## src/rtl/nonce_search_sequencer.sv

```systemverilog
// ============================================================================
//  Module   : nonce_search_sequencer
//  Brief    : Drives one shared SHA-256 compression core through the Bitcoin
//             double hash: cached midstate, then block-2 and final pass per nonce.
//  Revision : 1.0  initial release
// ============================================================================
`default_nettype none

module nonce_search_sequencer #(
   parameter int          ZERO_BITS  = 19,
   parameter logic [31:0] NONCE_LAST = 32'hFFFF_FFFF
) (
   input  logic         clock,
   input  logic         reset,
   input  logic         job_valid,
   output logic         job_ready,
   input  logic [639:0] job_header,
   input  logic         abort,
   output logic         core_start,
   output logic [511:0] core_block,
   output logic [255:0] core_hin,
   input  logic         core_done,
   input  logic [255:0] core_hout,
   output logic         found_valid,
   output logic [31:0]  found_nonce,
   output logic [255:0] found_hash,
   input  logic         found_ack,
   output logic         busy,
   output logic         exhausted
);

   localparam logic [255:0] C_IV = 256'h6a09e667_bb67ae85_3c6ef372_a54ff53a_510e527f_9b05688c_1f83d9ab_5be0cd19;

   localparam logic [3:0] S_IDLE     = 4'd0;
   localparam logic [3:0] S_MID_REQ  = 4'd1;
   localparam logic [3:0] S_MID_WAIT = 4'd2;
   localparam logic [3:0] S_B2_REQ   = 4'd3;
   localparam logic [3:0] S_B2_WAIT  = 4'd4;
   localparam logic [3:0] S_FIN_REQ  = 4'd5;
   localparam logic [3:0] S_FIN_WAIT = 4'd6;
   localparam logic [3:0] S_CHECK    = 4'd7;
   localparam logic [3:0] S_FOUND    = 4'd8;
   localparam logic [3:0] S_DONE     = 4'd9;
   localparam logic [3:0] S_DRAIN    = 4'd10;

   logic [3:0]   state_q, state_d;
   logic [639:32] header_q, header_d;
   logic [31:0]  nonce_q, nonce_d;
   logic [255:0] midstate_q, midstate_d;
   logic [255:0] digest_q, digest_d;
   logic         found_valid_q, found_valid_d;
   logic [31:0]  found_nonce_q, found_nonce_d;
   logic [255:0] found_hash_q, found_hash_d;
   logic         exhausted_q, exhausted_d;

   logic w_hit, w_last, w_idle;

   assign w_hit  = (digest_q[255 -: ZERO_BITS] == '0);
   assign w_last = (nonce_q == NONCE_LAST);
   assign w_idle = (state_q == S_IDLE) || (state_q == S_DONE);

   always_comb begin
      state_d       = state_q;
      header_d      = header_q;
      nonce_d       = nonce_q;
      midstate_d    = midstate_q;
      digest_d      = digest_q;
      found_valid_d = found_valid_q;
      found_nonce_d = found_nonce_q;
      found_hash_d  = found_hash_q;
      exhausted_d   = exhausted_q;
      case (state_q)
         S_IDLE, S_DONE: begin
            if (job_valid) begin
               header_d    = job_header[639:32];
               nonce_d     = job_header[31:0];
               exhausted_d = 1'b0;
               state_d     = S_MID_REQ;
            end
         end
         S_MID_REQ:  state_d = abort ? S_IDLE : S_MID_WAIT;
         S_B2_REQ:   state_d = abort ? S_IDLE : S_B2_WAIT;
         S_FIN_REQ:  state_d = abort ? S_IDLE : S_FIN_WAIT;
         S_MID_WAIT: begin
            if (abort) begin
               state_d = core_done ? S_IDLE : S_DRAIN;
            end else if (core_done) begin
               midstate_d = core_hout;
               state_d    = S_B2_REQ;
            end
         end
         S_B2_WAIT: begin
            if (abort) begin
               state_d = core_done ? S_IDLE : S_DRAIN;
            end else if (core_done) begin
               digest_d = core_hout;
               state_d  = S_FIN_REQ;
            end
         end
         S_FIN_WAIT: begin
            if (abort) begin
               state_d = core_done ? S_IDLE : S_DRAIN;
            end else if (core_done) begin
               digest_d = core_hout;
               state_d  = S_CHECK;
            end
         end
         S_CHECK: begin
            if (abort) begin
               state_d = S_IDLE;
            end else if (w_hit) begin
               found_valid_d = 1'b1;
               found_nonce_d = nonce_q;
               found_hash_d  = digest_q;
               state_d       = S_FOUND;
            end else if (w_last) begin
               exhausted_d = 1'b1;
               state_d     = S_DONE;
            end else begin
               nonce_d = nonce_q + 32'd1;
               state_d = S_B2_REQ;
            end
         end
         S_FOUND: begin
            if (abort) begin
               state_d = S_IDLE;
            end else if (found_ack) begin
               found_valid_d = 1'b0;
               if (w_last) begin
                  exhausted_d = 1'b1;
                  state_d     = S_DONE;
               end else begin
                  nonce_d = nonce_q + 32'd1;
                  state_d = S_B2_REQ;
               end
            end
         end
         S_DRAIN:  if (core_done) state_d = S_IDLE;
         default:  state_d = S_IDLE;
      endcase
      if (abort && !w_idle) found_valid_d = 1'b0;
   end

   always_ff @(posedge clock or posedge reset) begin
      if (reset) begin
         state_q       <= S_IDLE;
         header_q      <= '0;
         nonce_q       <= '0;
         midstate_q    <= '0;
         digest_q      <= '0;
         found_valid_q <= 1'b0;
         found_nonce_q <= '0;
         found_hash_q  <= '0;
         exhausted_q   <= 1'b0;
      end else begin
         state_q       <= state_d;
         header_q      <= header_d;
         nonce_q       <= nonce_d;
         midstate_q    <= midstate_d;
         digest_q      <= digest_d;
         found_valid_q <= found_valid_d;
         found_nonce_q <= found_nonce_d;
         found_hash_q  <= found_hash_d;
         exhausted_q   <= exhausted_d;
      end
   end

   // An aborted request never reaches the core, so no stale core_done can follow.
   assign core_start = ((state_q == S_MID_REQ) || (state_q == S_B2_REQ) ||
                        (state_q == S_FIN_REQ)) && !abort;

   always_comb begin
      core_block = '0;
      core_hin   = '0;
      case (state_q)
         S_MID_REQ, S_MID_WAIT: begin
            core_block = header_q[639:128];
            core_hin   = C_IV;
         end
         S_B2_REQ, S_B2_WAIT: begin
            core_block = {header_q[127:32], nonce_q, 1'b1, 319'b0, 64'd640};
            core_hin   = midstate_q;
         end
         S_FIN_REQ, S_FIN_WAIT: begin
            core_block = {digest_q, 1'b1, 191'b0, 64'd256};
            core_hin   = C_IV;
         end
         default: ;
      endcase
   end

   assign job_ready   = w_idle;
   assign busy        = !w_idle;
   assign found_valid = found_valid_q;
   assign found_nonce = found_nonce_q;
   assign found_hash  = found_hash_q;
   assign exhausted   = exhausted_q;

endmodule

`default_nettype wire
```

## config.mk

```make
export PLATFORM = sky130hd
export DESIGN_NAME = nonce_search_sequencer
export DESIGN_NICKNAME = d
export VERILOG_FILES = /design/src/rtl/nonce_search_sequencer.sv
export SDC_FILE = /design/constraint.sdc
export NUM_CORES = 2
export LEC_CHECK = 0
export CAP_MARGIN = 5
export CELL_PAD_IN_SITES_DETAIL_PLACEMENT = 0
export CELL_PAD_IN_SITES_GLOBAL_PLACEMENT = 1
export CORE_AREA = 2 2 760 762
export DETAILED_ROUTE_END_ITERATION = 8
export DIE_AREA = 0 0 762 764
export PLACE_DENSITY = 0.39
export SLEW_MARGIN = 20
export SYNTH_ARGS = -nofsm -noshare
export SYNTH_HDL_FRONTEND = slang
export SYNTH_SLANG_ARGS = --single-unit
export TNS_END_PERCENT = 1
```

## constraint.sdc

```tcl
create_clock -name clock -period 132.5 [get_ports clock]
set_input_delay 19.875 -clock clock [delete_from_list [all_inputs] [get_ports clock]]
set_output_delay 19.875 -clock clock [all_outputs]
set_load 0.01 [all_outputs]
```

==> reports/results.ini <==
[outcome]
status=finished clean

[worst_setup_path]
rrSetupSlack_ps=126600
timing.critical_path.arrival_ps=22160
crit_path_end_kind=output port
crit_path_start_kind=input port
r2r_cells=8
crit_fanout=15
critPathRequiredTime_ps=112620
criticalPathCategory=in -> out

[cts]
insertion_delay_ps=930
postCtsResizedCells=0
htreeDepth=4
cts_buffer_depth=4
cts_hold_buf=0
setup_repair_bufs_after_cts=0
cts.clk_slew.worst_paths_ps=50
clock-root-buffer=clkbuf_16
tritoncts=yes
cts_buffer_count=202
sinks_on_clock_net=1446

[routing]
vias_per_instance=3.44
drt-total-wl_um=462000
drt-initial-drc-count=3013
detail_route.wirelength.met1_um=191000
met2_length_um=207000
met3_wirelength_um=50100
route.detailed.drc=0
maxUsedRoutingLayer=met5
drtAntennaViolNets=0
wire_per_inst_um=29.4
dr.pass1.iters=7
vias=54181

[power_and_ir_drop]
power_per_cell_area_nw_per_um2=23.2
total_power_uw=2280
power.static_leakage_uw=0.0426
highest_ir_drop_seen_on_vdd_mv=0.0150

[final_layout]
number_of_nets_in_the_layout=8824
fillCellCount=64116
fin_cells=15735
layout_commonest_cell=nand2_1
final_layout_size_suffix_gt1_share_pct=15.2
layout_common_cells=nand2_1, clkdlybuf4s50_1, dfrtp_1
area_delta_synth_final_pct=56.2

[placed_design]
dp.cells=15304
post_detailed_placement_half_perimeter_wirelength_um=371000
numPortBuffers=1962
place_congestion=0.919

[synthesis]
ys_ff_latch=1446
synth_warnings=0
postSynth.asyncResetShare_pct=100
synth_area_leader_cell=dfrtp_1
post_synth_inst_count=6048
yosys.cell_types.count=66
synthesized_area_divided_by_synthesized_cell_count_um2=10.4
synth_top_flop_cell=dfrtp_1
number_of_enable_type_register_cells_in_the_synthesized_netlist=0
synth_area_um2=62900
netlist.area_leader.share_pct=57.6
synth.yosys.seq_area_share_pct=57.6
postSynthNetCount=6951
top_post_synthesis_cells_by_area=dfrtp_1, mux2_2, nand2_1, mux2i_1, and2_1

[timing]
hold_violations=0
grt_setup_unrepaired=no
setup-tns-final_ps=0
ratio_of_final_minimum_period_to_clock_period_pct=31.7
worst_pin_slew_ps=1130
finalClockSkew_ps=77.3
finalMaxSlewViolations=0
period_needed_ps=42030
finalHoldWorstSlack_ps=466
max_slew_margin_pct=22.7
finalSetupViolCount=0
max_clock_freq_mhz=23.8

[flow_run]
drv.max_cap_violation_count=0

[floorplanning]
row_count=279
core-area_um2=575000
die_w_um=762
chipHeight_um=764
floorplan.initialDensity_pct=10.9
fp.dieArea_um2=582000
top_level_ports=1963

[global_route]
globalRouteTotalUtil_pct=15.3
grt_remaining_overflow=0
grt_pass1_vias=57441
initial_antenna_violation_count=298
grt_start_max_net_pins=206
grt_first_pass_wirelength_um=598000

[min_path]
timing.hold.worst_path_depth=2
timing.hold.worst.class=reg -> reg

worst max-delay path, cell delays in order:
cell             delay [ps]
clkdlybuf4s50_1         770
nor2_1                  440
nand2_1                 110
a21oi_1                 330
clkdlybuf4s50_1         630
report_power, final:
group / switching (uW) / internal (uW)
Combinational: 585 / 388
Sequential: 141 / 592
Clock: 237 / 338
Total: 964 / 1320
metal layers:
| metal | track usage (%) | vias to the layer above |
|---|---|---|
| li1 | - | 23518 |
| met1 | 18.6 | 27630 |
| met2 | 24.4 | 2159 |
| met3 | 7.17 | 666 |
| met4 | 3.44 | 208 |
| met5 | 0 | - |
cell families (layout without fill, tap and decap cells):
family	count (synthesis)	in the layout	synth area share (%)
compound gates	245	245	2.19
xor+xnor	3	3	0.0418
fa+ha+maj	1	1	0.0199
buf+inv	395	2430	2.66
flops	1446	1446	57.6
mux	1038	1038	18.1
other cells	0	65	0
simple gates	2920	2920	19.4
layout make-up:
cell class,count,area (um^2),share of cell area [%]
flip-flops and latches,1446,36200,36.9
multi-input cells,4207,25000,25.5
repair buffers,2058,20400,20.8
well taps,7587,9490,9.67
clock buffers,302,5950,6.06
clock inverters,64,866,0.882
diodes,65,163,0.166
inverters,6,30.0,0.0306
worst paths after layout:
check	startpoint	endpoint
hold / removal	header_q[165]	header_q[165]
hold reg to reg	header_q[165]	header_q[165]
max in group asynchronous	reset	state_q[2]
min in group asynchronous	reset	midstate_q[3]
setup reg to reg	state_q[2]	midstate_q[87]
setup / recovery	abort	core_start
synth_stat cells, types with 10 or more instances:
cell type,instances
clkbuf_1,267
nor3_1,17
nand2_1,2266
mux2i_1,257
mux2_2,781
nor2_1,167
buf_2,106
nand3_1,21
and2_1,375
nand4_1,14
o21ai_0,150
o22ai_1,10
nor4_1,12
a21oi_1,50
nor2b_1,19
dfrtp_1,1446
per-stage QoR:
step	util, %	worst slack (ps)	cell area (um^2)
after floorplan	-	71840	62900
after global placement	15.9	90440	91200
after detailed placement	15.9	90460	91200
after CTS	17.0	90440	98000
after global routing	17.1	90360	98000
final	17.1	90470	98200
state kept, by name, summed over array words and instances (netlist names):
register / count
state_q: 4
exhausted: 1
nonce_q: 32
found_nonce: 32
found_hash: 256
midstate_q: 256
header_q: 608
digest_q: 256
found_valid: 1
No activity file was read; power rests on OpenSTA's default activity.
